[config.mk]
export PLATFORM = sky130hd
export DESIGN_NAME = qbus_iack
export DESIGN_NICKNAME = d
export VERILOG_FILES = /design/src/rtl/qbus_defs.sv /design/src/rtl/bus_sync.sv /design/src/rtl/qbus_iack.sv
export SDC_FILE = /design/constraint.sdc
export NUM_CORES = 1
export LEC_CHECK = 0
export ABC_CLOCK_PERIOD_IN_PS = 1800
export CORE_ASPECT_RATIO = 1.5
export CORE_MARGIN = 2
export CORE_UTILIZATION = 25
export DETAILED_ROUTE_END_ITERATION = 6
export HOLD_SLACK_MARGIN = 0.15
export SETUP_SLACK_MARGIN = 0.15
export SYNTH_ARGS = -nofsm -noshare
export SYNTH_HDL_FRONTEND = slang
export SYNTH_SLANG_ARGS = --single-unit
[constraint.sdc]
create_clock -name clk_i -period 1.8 [get_ports clk_i]
set_clock_uncertainty 0.2 [all_clocks]
set_input_delay 0.36 -clock clk_i [delete_from_list [all_inputs] [get_ports clk_i]]
set_output_delay 0.36 -clock clk_i [all_outputs]
set_load 0.01 [all_outputs]
[src/rtl/qbus_defs.sv]
// Shared Q-bus definitions: IAK state encodings and the DAL vector word format.
package qbus_defs;

  localparam int unsigned DAL_W       = 16;
  localparam int unsigned VEC_W       = 9;
  localparam int unsigned VEC_HI      = 8;
  localparam int unsigned VEC_LO      = 2;
  localparam int unsigned VEC_FIELD_W = VEC_HI - VEC_LO + 1;
  localparam int unsigned DAL_PAD_W   = DAL_W - VEC_FIELD_W - VEC_LO;
  localparam int unsigned DLY_CNT_W   = 4;

  typedef enum logic [2:0] {
    IDLE  = 3'd0,
    ARM   = 3'd1,
    PASS  = 3'd2,
    DRIVE = 3'd3,
    REPLY = 3'd4
  } iack_state_e;

  // Vector word as it appears on DAL during the IAK transfer
  typedef struct packed {
    logic [DAL_PAD_W-1:0]   pad;
    logic [VEC_FIELD_W-1:0] vec;
    logic [VEC_LO-1:0]      lo;
  } dal_vec_t;

  function automatic logic [DAL_W-1:0] fmt_dal(input logic [VEC_FIELD_W-1:0] v);
    dal_vec_t d;
    d.pad = '0;
    d.vec = v;
    d.lo  = '0;
    return d;
  endfunction

endpackage

[src/rtl/bus_sync.sv]
// Two-flop synchronizer for a single asynchronous bus control line.
module bus_sync (
  input  logic clk_i,
  input  logic rst_i,
  input  logic d,
  output logic q
);

  logic meta;

  always_ff @(posedge clk_i) begin
    if (!rst_i) begin
      meta <= 1'b0;
      q    <= 1'b0;
    end else begin
      meta <= d;
      q    <= meta;
    end
  end

endmodule

[src/rtl/qbus_iack.sv]
// Q-bus interrupt-acknowledge responder: vector transfer or daisy-chain pass-through.
module qbus_iack
  import qbus_defs::*;
#(
  parameter int unsigned RPLY_DLY = 2
) (
  input  logic                clk_i,
  input  logic                rst_i,
  input  logic                irq_i,
  input  logic [VEC_W-1:0]    vec_i,
  input  logic                din_i,
  input  logic                iaki_i,
  output logic                iako_o,
  output logic                rply_o,
  output logic [DAL_W-1:0]    dal_o,
  output logic                dal_oe_o,
  output logic                ack_o
);

  logic                 din_s;
  logic                 iaki_s;
  iack_state_e          state, state_n;
  logic                 mine, mine_n;
  logic [DLY_CNT_W-1:0] cnt, cnt_n;
  logic [DAL_W-1:0]     dal_n;
  logic                 iako_n, rply_n, oe_n, ack_n;
  logic                 unused_vec_lsbs;

  assign unused_vec_lsbs = ^vec_i[VEC_LO-1:0];

  bus_sync u_din_sync (
    .clk_i (clk_i),
    .rst_i (rst_i),
    .d     (din_i),
    .q     (din_s)
  );

  bus_sync u_iaki_sync (
    .clk_i (clk_i),
    .rst_i (rst_i),
    .d     (iaki_i),
    .q     (iaki_s)
  );

  // State, flag, counter and output registers
  always_ff @(posedge clk_i) begin
    if (!rst_i) begin
      state    <= IDLE;
      mine     <= 1'b0;
      cnt      <= '0;
      iako_o   <= 1'b0;
      rply_o   <= 1'b0;
      dal_oe_o <= 1'b0;
      ack_o    <= 1'b0;
      dal_o    <= '0;
    end else begin
      state    <= state_n;
      mine     <= mine_n;
      cnt      <= cnt_n;
      iako_o   <= iako_n;
      rply_o   <= rply_n;
      dal_oe_o <= oe_n;
      ack_o    <= ack_n;
      dal_o    <= dal_n;
    end
  end

  // Next state; outputs are decoded from the next state so they align with it
  always_comb begin
    state_n = state;
    mine_n  = mine;
    cnt_n   = cnt;
    dal_n   = dal_o;
    ack_n   = 1'b0;
    iako_n  = 1'b0;
    rply_n  = 1'b0;
    oe_n    = 1'b0;

    case (state)
      IDLE: begin
        if (din_s) begin
          state_n = ARM;
          mine_n  = irq_i;
        end
      end
      ARM: begin
        if (!din_s) begin
          state_n = IDLE;
        end else if (iaki_s) begin
          // Only a request already pending at DIN time may claim the grant
          if (mine && irq_i) begin
            state_n = DRIVE;
            ack_n   = 1'b1;
            cnt_n   = DLY_CNT_W'(RPLY_DLY - 1);
            dal_n   = fmt_dal(vec_i[VEC_HI:VEC_LO]);
          end else begin
            state_n = PASS;
          end
        end
      end
      PASS: begin
        if (!din_s || !iaki_s) state_n = IDLE;
      end
      DRIVE: begin
        if (!din_s) begin
          state_n = IDLE;
        end else if (cnt == '0) begin
          state_n = REPLY;
        end else begin
          cnt_n = cnt - DLY_CNT_W'(1);
        end
      end
      REPLY: begin
        if (!din_s) state_n = IDLE;
      end
      default: state_n = IDLE;
    endcase

    iako_n = (state_n == PASS);
    oe_n   = (state_n == DRIVE) || (state_n == REPLY);
    rply_n = (state_n == REPLY);
    if (!oe_n) dal_n = '0;
  end

endmodule
# After elaboration in Yosys (flattened, before gate mapping)
# Cells that the tools add are included.
[op_classes]
muxes = 16
n_addsub = 1
n_reduce_logical = 13
eq_ne = 12
[op_table]
columns = ["cell", "count"]
rows = [
  ["$mux 3", 7],
  ["$mux 4", 5],
  ["$pmux 3 s5", 1],
  ["$eq 3x2->1 const B", 4],
  ["$pmux 4 s2", 1],
  ["$reduce_and 4->1", 2],
  ["$eq 3x3->1 const B", 2],
  ["$ne 2x1->1 const B", 3],
  ["$reduce_and 6->1", 1],
  ["$logic_not 4->1", 1],
  ["$ne 2x2->1 const B", 2],
  ["$reduce_and 2->1", 2],
  ["$sub 4x1->4 const B", 1],
  ["$eq 3x1->1 const B", 1],
  ["$logic_not 3->1", 1],
  ["$logic_not 1->1", 2],
  ["$logic_or 1x1->1", 2],
  ["$mux 1", 2],
  ["$reduce_bool 2->1", 1],
  ["$logic_and 1x1->1", 1],
]
[word_totals]
inputBits = 14
out_inout_bits = 20
regBits = 23
wordCells = 54

# Logic depth before layout (Yosys ltp)
# Gate-level depths: netlist (run 1).
[depth]
depth_word = 8
depth_mapped = 6
mapped_depth_nobuf = 6

# Hierarchy
# From an unflattened synthesis (run 1), not the netlist that was laid out.
[hier_totals]
cells_unflattened = 102
area_unflattened_um2 = 1036.0
[modules_own_cells]
columns = ["module", "area_each_um2", "instances", "seq_area_each_um2", "cells_each"]
rows = [
  ["qbus_iack", 930.9, 1, 380.4, 94],
  ["bus_sync", 52.6, 2, 40.0, 4],
]

# Worst setup path after synthesis (run 1)
# No wires, ideal clock.
[synth_timing]
kind = "reg2reg"
startpoint = "register cnt[0]"
endpoint = "register cnt[3]"
setup_time_ns = 0.092
path_stages_with_launch = 6
setup_slack_ns = 0.081
t_arrival_ns = 1.426
cell_sequence = "dfxtp_1 -> inv_1 -> ha_1 -> nor2b_1 -> or4_4 -> o32ai_1"
[synth_via]
elab_chain_cells = 4
word_cells_on_any_way = 7
cone_classes = "1 x add/sub; 1 x eq/ne; 3 x mux; 2 x reduce/logical"
[synth_rtl]
columns = ["item", "line_no", "rtl"]
rows = [
  ["start: declaration", "qbus_iack.sv:24", "logic [DLY_CNT_W-1:0] cnt, cnt_n;"],
  ["start signal: assignment", "qbus_iack.sv:59", "cnt <= cnt_n;"],
  ["$sub 4x1->4", "qbus_iack.sv:110", "cnt_n = cnt - DLY_CNT_W'(1);"],
  ["$mux 4", "qbus_iack.sv:107", "end else if (cnt == '0) begin"],
  ["$mux 4", "qbus_iack.sv:105", "if (!din_s) begin"],
  ["$pmux 4 s2", "qbus_iack.sv:79", "case (state)"],
]
# Parallel ways exist; a longest one is shown, timed or not. The select of a mux whose other input is x is not followed.
# A chain may end at the register's enable or synchronous reset.

# Worst setup path in the final report (run 1)
[layout_timing]
startpoint = "register cnt[0]"
endpoint = "register rply_o"
[layout_via]
elab_chain_cells = 5
[layout_rtl]
columns = ["item", "line_no", "rtl"]
rows = [
  ["$logic_not 4->1", "qbus_iack.sv:107", ""],
  ["$mux 3", "qbus_iack.sv:107", ""],
  ["$mux 3", "qbus_iack.sv:105", ""],
  ["$pmux 3 s5", "qbus_iack.sv:79", ""],
  ["$eq 3x3->1", "qbus_iack.sv:121", "rply_n = (state_n == REPLY);"],
  ["end signal: assignment", "qbus_iack.sv:61", "rply_o <= rply_n;"],
  ["end: declaration", "qbus_iack.sv:14", "output logic rply_o,"],
]
# No other way between the ends.

==> out/summary.md, run 1 <==
The run finished with clean final reports. Setup repair after global routing could not meet its margin everywhere. The average instance in the mapped netlist occupies 8.939 um^2. The tools report the post-detailed-route count of antenna-violating nets as 0. The number of detailed-routing iterations run before antenna repair is 4, and the core occupancy in the finished layout is 36.06%. The top cell type by area accounts for 43.65% of the synthesized area. The via count of the first global-routing pass is 898. For the layout net count, the log shows 165. The tools report the timing-limited maximum frequency as 592.4 MHz. The tools report the cell leakage power as 0.6373 nW. Setup total negative slack on the finished layout was measured at 0 ps. The detailed placement HPWL came out at 1730 um. The worst-path cell with the longest stage delay was sky130_fd_sc_hd__or3b_4. The power per unit of standard cell area is 617.0 nW/um^2. The tree built by TritonCTS fans out to 23 sinks. By startpoint and endpoint, the worst setup path is classified as reg2reg. The congestion estimate from routability-driven global placement came to 0.7051.

STA classifies the critical path startpoint as a flip-flop. The area growth from synthesis to layout is 36.54%. Across all layers, the routed design uses 904 vias. In the layout the commonest cells are sky130_fd_sc_hd__dfxtp_1, sky130_fd_sc_hd__nand2_1, sky130_fd_sc_hd__dlygate4sd2_1, sky130_fd_sc_hd__buf_4, sky130_fd_sc_hd__clkdlybuf4s50_1. 34 I/O pins were placed.

After detailed routing, the number of remaining DRC violations is 0. Setup violations remaining at the end of the flow were counted as 0. The fraction of final layout cells with drive strength greater than 1 came out at 23.49%. Data on the critical path arrives at its endpoint at 1700 ps.

No sink is reached through more buffers than the 2 on the longest clock path. The count of input and output buffers is 22. By area the synthesized netlist is led by sky130_fd_sc_hd__dfxtp_1, sky130_fd_sc_hd__buf_4, sky130_fd_sc_hd__nand2_1.

TritonCTS built the clock tree. The run gives 0 as the number of buffers inserted for hold repair after clock tree synthesis. The endpoint type of the worst setup path was a flip-flop. The post-synthesis register bit count came out at 23. Counting the buffers created by CTS gives 3. Clock tree synthesis selected as its root buffer the cell sky130_fd_sc_hd__clkbuf_8. The Yosys step of the flow raised 0 warnings. The final count of hold timing violations came out at 0. The library cell used most frequently in the layout, excluding fill and tap cells, is sky130_fd_sc_hd__dfxtp_1. The number of pins with negative max-slew slack in the final report was 0; the number of design-rule violations left by the first detailed-router iteration was 12. The total grt overflow was 0; the final wirelength was 2284 um. The fill cell total of the finished layout came out at 431. The kind of path behind the tightest hold check is reg2reg. For the depth of the CTS H-tree, the log shows 1. Of all nets on the critical path, the largest fanout is 5.

After synthesis, flip-flops and latches occupy 43.65% of the total area. The tightest hold path in the finished design has a slack of 238.0 ps. The clock edge transition at the registers on the reported setup and hold paths is 80 ps, and the slew at the pin closest to its max-slew limit is 503.5 ps.

Entering global routing, the biggest net connects 14 pins. For the number of standard-cell rows in the floorplan, the log shows 28. The number of cells produced by synthesis was 118; the count of max-cap constraint violations was 0. The later pin in the worst-skew pair is clocked with a latency of 260 ps. Traced cell by cell, the critical path runs through inv_2 -> ha_4 -> or3b_4 -> buf_4 -> nor3b_2 -> o211a_1. The netlist area before placement was 1055 um^2; the final critical delay including setup and external delays was 1688 ps.

Dividing the detail-routed wire length by the instance count gives 11.77 um. The post-synthesis cell type with the largest combined area was sky130_fd_sc_hd__dfxtp_1. The run gives 0 as the antenna diode instance count.

For this configuration, the core starts out at a cell density of 26.41%. Measured against its own limit, the worst slew margin works out to 66.37%. The placed instance area came out at 1329 um^2. Biggest cell delay along the critical path: 410 ps. After routing the design area is 1440 um^2.

Measured along the y axis, the die boundary spans 83.55 um. For the data required time at the worst endpoint, the log shows 1810 ps. The multi-input combinational cell area was 570.5 um^2; the maximum ir drop on the vdd rail was 0.5327 mV. For the area of all sequential standard cells, the log shows 464.2 um^2.

In the finished design, the share of the clock period the worst path needs comes to 93.77%. The first global-routing pass estimated 3857 um of wire. In this run the horizontal extent of the chip is 57.04 um.

Global routing used 10.14% of the available tracks across all layers. Dividing the detail-routed via count by the number of cells gives 4.660. The tools report the placeable core area as 3994 um^2.

Initial antenna violation count: 0. The count of unique library cells instantiated by Yosys came out at 38. Die area: 4765 um^2.
[state kept, by name, summed over array words and instances (netlist names)]
signal	cells
ack_o	1
cnt	4
dal_o	7
dal_oe_o	1
iako_o	1
mine	1
rply_o	1
state	3
u_din_sync.meta	1
u_din_sync.q	1
u_iaki_sync.meta	1
u_iaki_sync.q	1
[power breakdown]
part           internal [mW]  total, mW  switching [mW]
logic                 0.0315     0.0596          0.0281
clock network          0.154      0.311           0.157
registers              0.514      0.518         0.00375
[routing by layer]
layer | part of all wire [%] | global-route usage (%) | vias up
li1 | - | - | 450
met1 | 41 | 10.97 | 429
met2 | 52 | 17.35 | 20
met3 | 4.6 | 2.326 | 5
met4 | 2.4 | 6.131 | 0
met5 | 0 | 0 | -
[cell usage after synthesis]
master	number
sky130_fd_sc_hd__ha_1	1
sky130_fd_sc_hd__nand4b_1	1
sky130_fd_sc_hd__dfxtp_1	23
sky130_fd_sc_hd__nor3_2	1
sky130_fd_sc_hd__a21boi_1	1
sky130_fd_sc_hd__mux2i_1	1
sky130_fd_sc_hd__a21oi_1	10
sky130_fd_sc_hd__mux2_2	1
sky130_fd_sc_hd__nand3b_4	1
sky130_fd_sc_hd__conb_1	1
sky130_fd_sc_hd__nor2_1	3
sky130_fd_sc_hd__buf_2	1
sky130_fd_sc_hd__nor3b_1	3
sky130_fd_sc_hd__o32ai_1	1
sky130_fd_sc_hd__and3_1	1
sky130_fd_sc_hd__o21ai_0	10
sky130_fd_sc_hd__or4_4	1
sky130_fd_sc_hd__buf_6	1
sky130_fd_sc_hd__or3b_4	1
sky130_fd_sc_hd__and3b_2	1
sky130_fd_sc_hd__o211ai_1	1
sky130_fd_sc_hd__and2_1	4
sky130_fd_sc_hd__a22oi_1	1
sky130_fd_sc_hd__a31oi_1	1
sky130_fd_sc_hd__a2bb2oi_1	1
sky130_fd_sc_hd__buf_4	10
sky130_fd_sc_hd__clkbuf_1	2
sky130_fd_sc_hd__inv_1	3
sky130_fd_sc_hd__o211a_1	2
sky130_fd_sc_hd__and2_2	1
sky130_fd_sc_hd__nand2_1	16
sky130_fd_sc_hd__nand2b_1	2
sky130_fd_sc_hd__nor2b_1	4
sky130_fd_sc_hd__nand3_1	1
sky130_fd_sc_hd__a221oi_1	1
sky130_fd_sc_hd__nand4_1	2
sky130_fd_sc_hd__nand3b_1	1
sky130_fd_sc_hd__nor3_1	1
[critical path, delay by kind of cell, from the launching register on]
family	cells	cell delay, ps
and+or+nand+nor	2	600
DFF	1	330
buffers and inverters	2	220
AOI/OAI and AO/OA	1	160
adders and majority gates	1	130
[through the flow]
| step | worst slack, ps | total power, mW | instances |
|---|---|---|---|
| after CTS | 90.71 | 0.9024 | 191 |
| after floorplan | 123.5 | 0.5699 | 126 |
| after detailed placement | -100.3 | 0.5872 | 185 |
| final | 112.1 | 0.8886 | 194 |
| after global placement | -66.71 | 0.5863 | 185 |
| after global routing | 36.17 | 0.9316 | 194 |
[what timing repair did]
| item | in CTS | in global routing |
|---|---|---|
| buffers inserted | 2 | 3 |
| endpoints found under the setup margin | 18 | 14 |
| gates resized for setup | 19 | 3 |
| pin swaps | 3 | 4 |
[final cells by class]
type / count / area share [%]
clock buffer: 3 / 2.867
clock inverter: 1 / 0.3475
inverter: 3 / 0.7819
multi-input combinational: 86 / 39.62
sequential: 23 / 32.23
tap: 45 / 3.910
timing repair buffer: 33 / 20.24
[worst paths after layout]
kind,from,end,slack [ps],depth (start not counted)
max,cnt[0],rply_o,110,6
min,u_din_sync.meta,u_din_sync.q,240,1
max reg2reg,cnt[0],rply_o,110,6
min reg2reg,u_din_sync.meta,u_din_sync.q,240,1
[cell families after synthesis]
family | share of synthesized area, %
simple gates | 25.74
compound gates | 16.61
flops | 43.65
buf+inv | 10.44
mux | 2.017
fa+ha+maj | 1.186
other cells | 0.3555
Power figures use the tool's default switching activity.
==> run 2, diff against run 1 <==
RECOVER_POWER = 25   (was unset)
==> out/summary.md, run 2 (synthesis gave the netlist of run 1 again) <==
The library cell used most frequently in the layout, excluding fill and tap cells, is sky130_fd_sc_hd__dfxtp_1. The logs give 592.0 MHz (about the same) for the timing-limited maximum frequency and 1730 um (unchanged) for the detailed placement HPWL. The count of input and output buffers is 22 (unchanged).

The antenna diode instance count was 0 (unchanged); the total negative slack was 0 ps (unchanged). The tools report the category of the worst setup path launch point as a flip-flop. The wire length per cell after detailed routing is 11.83 um (+0.48%). Setup repair after global routing could not meet its margin everywhere. The cell leakage power came out at 0.6332 nW (-0.64%). The final critical delay including setup and external delays came out at 1689 ps (+1.193 ps).

The largest delay contributor family on the critical path was simple AND/OR/NAND/NOR gates. The buffer and inverter count on the worst path came out at 2 (unchanged). The number of detailed-routing iterations run before antenna repair was 4 (unchanged); the final count of hold timing violations was 0 (unchanged).

The instance count after placement with tap cells included is 185 (unchanged), and the total via count in the routed design is 900 (-0.44%). The slew at the pin closest to its max-slew limit is 506.9 ps (+3.417 ps). The worst-path cell with the longest stage delay was sky130_fd_sc_hd__or3b_4.

The tools report the count of max-cap constraint violations as 0 (unchanged). The tools report the total grt overflow as 0 (unchanged). The tools report the master cell of the clock root buffer as sky130_fd_sc_hd__clkbuf_8. The via count of the first global-routing pass was 898 (unchanged).

For the clock sink count, the log shows 23 (unchanged). For the number of standard-cell rows in the floorplan, the log shows 28 (unchanged). Number of buffers inserted for hold repair after clock tree synthesis: 0 (unchanged). The count of pins on the block boundary came out at 34 (unchanged).

The tools report the post-detailed-route count of antenna-violating nets as 0 (unchanged). In the layout the commonest cells are sky130_fd_sc_hd__dfxtp_1, sky130_fd_sc_hd__nand2_1, sky130_fd_sc_hd__dlygate4sd2_1. The logs give 1 (unchanged) for the depth of the CTS H-tree and 194 (unchanged) for the number of non-filler instances in the completed layout.

The critical path class was reg2reg. The first-pass GRT wire length is 3857 um (unchanged). Clock latency of the later-clocked register in the worst-skew pair: 260 ps (about the same).

The signal on the critical path passes through inv_2 -> ha_4 -> or3b_4 -> buf_4 -> nor3b_2 -> o211a_1. TritonCTS built the clock tree. The die outline width works out to 57.04 um (unchanged). In the final layout, the registers with the most flip-flops are dal_o x7, cnt x4, state x3. The clock edge transition at the registers on the reported setup and hold paths works out to 80 ps (about the same). The via density per instance was 4.639 (-0.44%); the fraction of final layout cells with drive strength greater than 1 was 22.82% (-0.67 points).

The biggest cell delay along the critical path was 410 ps (about the same). dal_o holds more flip-flops than any other register. The tools report the placeable core area as 3994 um^2 (unchanged). The flow ran to the end, and the final reports show no timing, DRC or antenna violations. The number of pins with negative max-slew slack in the final report is 0 (unchanged). The share of the clock period used by the worst path was 93.84% (about the same); the worst-case clock buffer depth was 2 (unchanged). The number of flip-flops in the largest register was 7 (unchanged). The total of endpoints with negative setup slack in the final report was 0 (unchanged). In this run the worst hold path is classified as reg2reg. The maximum number of pins on one net before global-route repair was 14 (unchanged); the final estimated routing congestion in global placement was 0.7051 (unchanged). The endpoint type of the worst setup path was a flip-flop. The initial standard-cell utilization of the core was 26.41% (unchanged).

The maximum net fanout on the critical path came out at 5 (unchanged). The power per unit of standard cell area was 617.6 nW/um^2 (+0.10%). For the worst slew slack as a fraction of its limit, the log shows 66.14% (-0.23 points). The initial antenna violation count was 0 (unchanged); the synthesis-to-layout area growth was 36.18%. Number of design-rule violations left by the first detailed-router iteration: 12 (unchanged).

The run gives 4765 um^2 (unchanged) as the die area. The die outline height was 83.55 um (unchanged); the layout net count was 165 (unchanged). The DRC violations left is 0 (unchanged), and the maximum ir drop on the vdd rail is 0.5334 mV (+0.13%). The logs give 2295 um (+0.48%) for the final wirelength and 10.14% (unchanged) for the combined global-route utilization of all metal layers.

Data required time at the worst endpoint: 1810 ps (about the same). The arrival time at the worst endpoint came out at 1700 ps (about the same). Number of clock buffers inserted by TritonCTS: 3 (unchanged).
run 2: cell count changes in the layout (fill, tap and decap cells not counted):
cell                              previous run  this run
sky130_fd_sc_hd__clkbuf_1                    0         1
sky130_fd_sc_hd__and2_1                      4         3
sky130_fd_sc_hd__dlygate4sd3_1               0         1
sky130_fd_sc_hd__buf_4                      11        10
sky130_fd_sc_hd__clkdlybuf4s50_1            10         9
sky130_fd_sc_hd__and2_0                      0         1
run 2: power breakdown:
group | switching (mW) | total [mW] | internal, mW
Sequential | 0.00377 | 0.517 | 0.514
Clock | 0.157 | 0.312 | 0.154
Combinational | 0.0280 | 0.0580 | 0.0300
Total | 0.189 | 0.887 | 0.698
run 2: repair_timing:
item                       in CTS  in global routing
pin swaps                       3                  4
setup buffers                   2                  3
resized for setup              19                  3
setup endpoints to repair      18                 14
run 2: worst register-to-register path, cell delays in order (launching register included):
cell,delay [ps]
sky130_fd_sc_hd__dfxtp_2,330
sky130_fd_sc_hd__inv_2,70
sky130_fd_sc_hd__ha_4,130
sky130_fd_sc_hd__or3b_4,410
sky130_fd_sc_hd__buf_4,150
sky130_fd_sc_hd__nor3b_2,190
sky130_fd_sc_hd__o211a_1,160
run 2: final timing paths:
kind	from	endpoint	slack, ps	cells past startpoint
worst min register to register	u_din_sync.meta	u_din_sync.q	240	1
worst max-delay path	cnt[0]	rply_o	110	6
worst min-delay path	u_din_sync.meta	u_din_sync.q	240	1
worst max register to register	cnt[0]	rply_o	110	6
run 2: cell type report:
cell class | instances | area [um^2]
Sequential cell | 23 | 464.2
Clock buffer | 3 | 41.29
Multi-Input combinational cell | 86 | 570.5
Clock inverter | 1 | 5.005
Timing Repair Buffer | 33 | 287.8
Tap cell | 45 | 56.30
Inverter | 3 | 11.26
Fill cell | 433 | 2557
run 2: stage by stage:
step | setup slack, ps | util [%] | cell area, um^2 | power [mW] | hold WS, ps
final | 110.9 | 35.96 | 1436 | 0.8872 | 238.3
after global routing | 36.17 | 35.96 | 1436 | 0.9301 | 265.5
after CTS | 90.71 | 35.40 | 1414 | 0.9024 | 243.1
after detailed placement | -100.3 | 33.27 | 1329 | 0.5872 | 222.5
after global placement | -66.71 | 33.27 | 1329 | 0.5863 | 214.7
after floorplan | 123.5 | - | 1106 | 0.5699 | 211.9
run 2: routing by layer:
metal	up-vias	wire, um	global-route usage [%]
met1	426	932	10.97
met5	-	0	0
met2	19	1223	17.35
met3	4	102	2.326
met4	0	38	6.131
li1	451	-	-
==> run 3, diff against run 2 <==
CAP_MARGIN = 30   (was unset)
CORE_MARGIN = 4   (was 2)
==> out/summary.md, run 3 (synthesis gave the netlist of run 1 again) <==
The instance count after placement with tap cells included is 186 (+0.54%). In this run the most used layer during global routing was met2. Setup repair after global routing could not meet its margin everywhere. The maximum net fanout on the critical path is 5 (unchanged), and the number of detailed-routing iterations run before antenna repair is 4 (unchanged). The count of input and output buffers is 22 (unchanged). The switching power of the nets is 0.1933 mW (+2.2%), and the post-layout total power is 0.8969 mW (+1.1%).

The number of flip-flops in the largest register was 7 (unchanged). Sequential fraction of design power: 57.8% (-0.5 points). The critical register-to-register path endpoint was iako_o. Counting flops per register, the top entry is dal_o. The wire length per cell after detailed routing is 12.33 um (+4.2%). The logs give 260 ps (about the same) for the clock latency of the later-clocked register in the worst-skew pair and 0 (unchanged) for the DRC violations left. The maximum number of pins on one net before global-route repair is 13 (-1).

The placeable core area is 3994 um^2 (unchanged), and the design internal power is 0.7036 mW (+0.79%). The run gives 3 (unchanged) as the number of clock buffers inserted by TritonCTS. The run gives 0 ps (unchanged) as the total negative slack. The via density per instance was 4.653 (+0.30%). The share of the clock period used by the worst path was 94.99% (+1.2 points). The tools report the initial standard-cell utilization of the core as 26.41% (unchanged).

The largest registers in the layout are dal_o x7, cnt x4, state x3. The die outline width was 61.04 um (+7.0%); the number of buffers inserted for hold repair after clock tree synthesis was 0 (unchanged). The endpoint type of the worst setup path was a flip-flop. The number of design-rule violations left by the first detailed-router iteration was 21 (+9). The cell leakage power is 0.6408 nW (+1.2%), and the number of pins with negative max-slew slack in the final report is 0 (unchanged).

The combined global-route utilization of all metal layers was 9.729% (-0.41 points); the arrival time at the worst endpoint was 1640 ps (-60 ps). The final estimated routing congestion in global placement came out at 0.8274 (+17%). The part of the total power dissipated in the clock network came out at 35.4% (+0.3 points). The logs give 0 (unchanged) for the antenna diode instance count and 2 (unchanged) for the worst-case clock buffer depth. Category of the worst setup path launch point: a flip-flop. For the met3 demand-to-capacity share in global routing, the log shows 2.065% (-0.26 points). The final critical delay including setup and external delays was 1710 ps (+20.71 ps). For the area of all sequential standard cells, the log shows 465.4 um^2 (+0.27%).

The run gives 0 (unchanged) as the count of max-cap constraint violations. The run finished with clean final reports. Maximum ir drop on the vdd rail: 0.4731 mV (-11%). The layout net count came out at 167 (+1.2%). The tools report the data required time at the worst endpoint as 1730 ps (-80 ps).

The tightest min-delay check is of the reg2reg type. The root buffer cell chosen for the clock tree is sky130_fd_sc_hd__clkbuf_8. For the met2 track utilization from global routing, the log shows 16.96% (-0.39 points). For the total grt overflow, the log shows 0 (unchanged). The worst hold slack after final layout was 242.6 ps (+4.282 ps); the first-pass GRT wire length was 3988 um (+3.4%). Count of pins on the block boundary: 34 (unchanged). The run gives 36.75% (+0.78 points) as the core occupancy in the finished layout. The power per unit of standard cell area works out to 611.1 nW/um^2 (-1.1%).

The placed instance area was 1336 um^2 (+0.57%). In this run the most critical hold path is launched from u_din_sync.meta. The run gives 584.8 MHz (-1.2%) as the timing-limited maximum frequency.

From synthesis to final layout, the design area changed by 39.15%. The number of standard-cell rows in the floorplan is 28 (unchanged). The multi-input combinational cell area was 586.8 um^2 (+2.9%). The die area was 5344 um^2 (+12%). The initial antenna violation count came out at 0 (unchanged). The clock sink count is 23 (unchanged), and the final count of hold timing violations is 0 (unchanged). The depth of the worst register-to-register path is 6 (unchanged). The setup path with the least slack is of type reg2reg. The library cell used most frequently in the layout, excluding fill and tap cells, is sky130_fd_sc_hd__dfxtp_1. The final wirelength is 2417 um (+5.3%), and the worst-case setup slack after placement is -78.64 ps (+21.70 ps). The logs give 90 ps (-20 ps) for the worst-case register-to-register setup slack and 90.15 ps (-20.71 ps) for the worst path setup slack after routing. The tools report the startpoint of the most critical register-to-register path as cnt[0].

In the layout the commonest cells are sky130_fd_sc_hd__dfxtp_1, sky130_fd_sc_hd__nand2_1, sky130_fd_sc_hd__buf_4. The tools report the total of endpoints with negative setup slack in the final report as 0 (unchanged). The depth of the CTS H-tree is 1 (unchanged), and the switching share of total power is 21.55% (+0.24 points). The detailed placement HPWL was 1800 um (+4.0%); the total via count in the routed design was 912 (+1.3%). The via count of the first global-routing pass is 972 (+8.2%). The number of stages on the worst hold path was 1 (unchanged).

The fraction of final layout cells with drive strength greater than 1 is 23.84% (+1.0 points), and the die outline height is 87.55 um (+4.8%). For the number of non-filler instances in the completed layout, the log shows 196 (+1.0%). The run gives 6.8% (+0.3 points) as the combinational share of power. Clock edge transition at the registers on the reported setup and hold paths: 80 ps (about the same).

The hold-critical path endpoint is u_din_sync.q. The logs give 434 (+0.23%) for the fill cell total of the finished layout and 0 (unchanged) for the post-detailed-route count of antenna-violating nets. The total non-filler cell area in the finished layout is 1468 um^2 (+2.2%), and the met1 track demand over resource in global routing is 10.07% (-0.90 points). TritonCTS built the clock tree.
## run 3: metal layers
metal  wire [um]  vias to the layer above
li1            -                      456
met1         908                      427
met2        1338                       24
met3         116                        5
met4          55                        0
met5           0                        -
## run 3: power groups by stage
stage          clock [mW]  sequential, mW  combinational, mW
2_1_floorplan           0           0.528             0.0417
3_3_place_gp            0           0.530             0.0582
3_5_place_dp            0           0.530             0.0590
4_1_cts             0.333           0.518             0.0601
5_1_grt             0.350           0.519             0.0658
6_report            0.318           0.518             0.0607
## run 3: worst max-delay path by stage
stage	from	to	slack (ps)
finish	cnt[0]	iako_o	90
global route	cnt[0]	rply_o	60
CTS	cnt[0]	cnt[0]	100
detailed placement	irq_i	dal_o[3]	-80
global placement	irq_i	dal_o[3]	-60
floorplan	cnt[1]	cnt[3]	120
## run 3: area by class of cell
| class | instances | share of cell area [%] |
|---|---|---|
| clock buffer | 4 | 3.069 |
| inverter | 3 | 0.7673 |
| multi-input combinational | 86 | 39.98 |
| sequential | 23 | 31.71 |
| tap | 45 | 3.836 |
| timing repair buffer | 35 | 20.63 |
## run 3: critical path, cell delays in order (launching register included)
cell and delay (ps):
sky130_fd_sc_hd__dfxtp_2 330, sky130_fd_sc_hd__inv_2 70, sky130_fd_sc_hd__ha_4 140, sky130_fd_sc_hd__or3b_4 430, sky130_fd_sc_hd__mux2_4 290, sky130_fd_sc_hd__nand2_4 70, sky130_fd_sc_hd__a221oi_2 50
## run 3: what timing repair did
action                     4_1_cts  5_1_grt
pin swaps                        3        2
setup buffers                    3        3
setup endpoints to repair       18       16
gates resized for setup         16       10
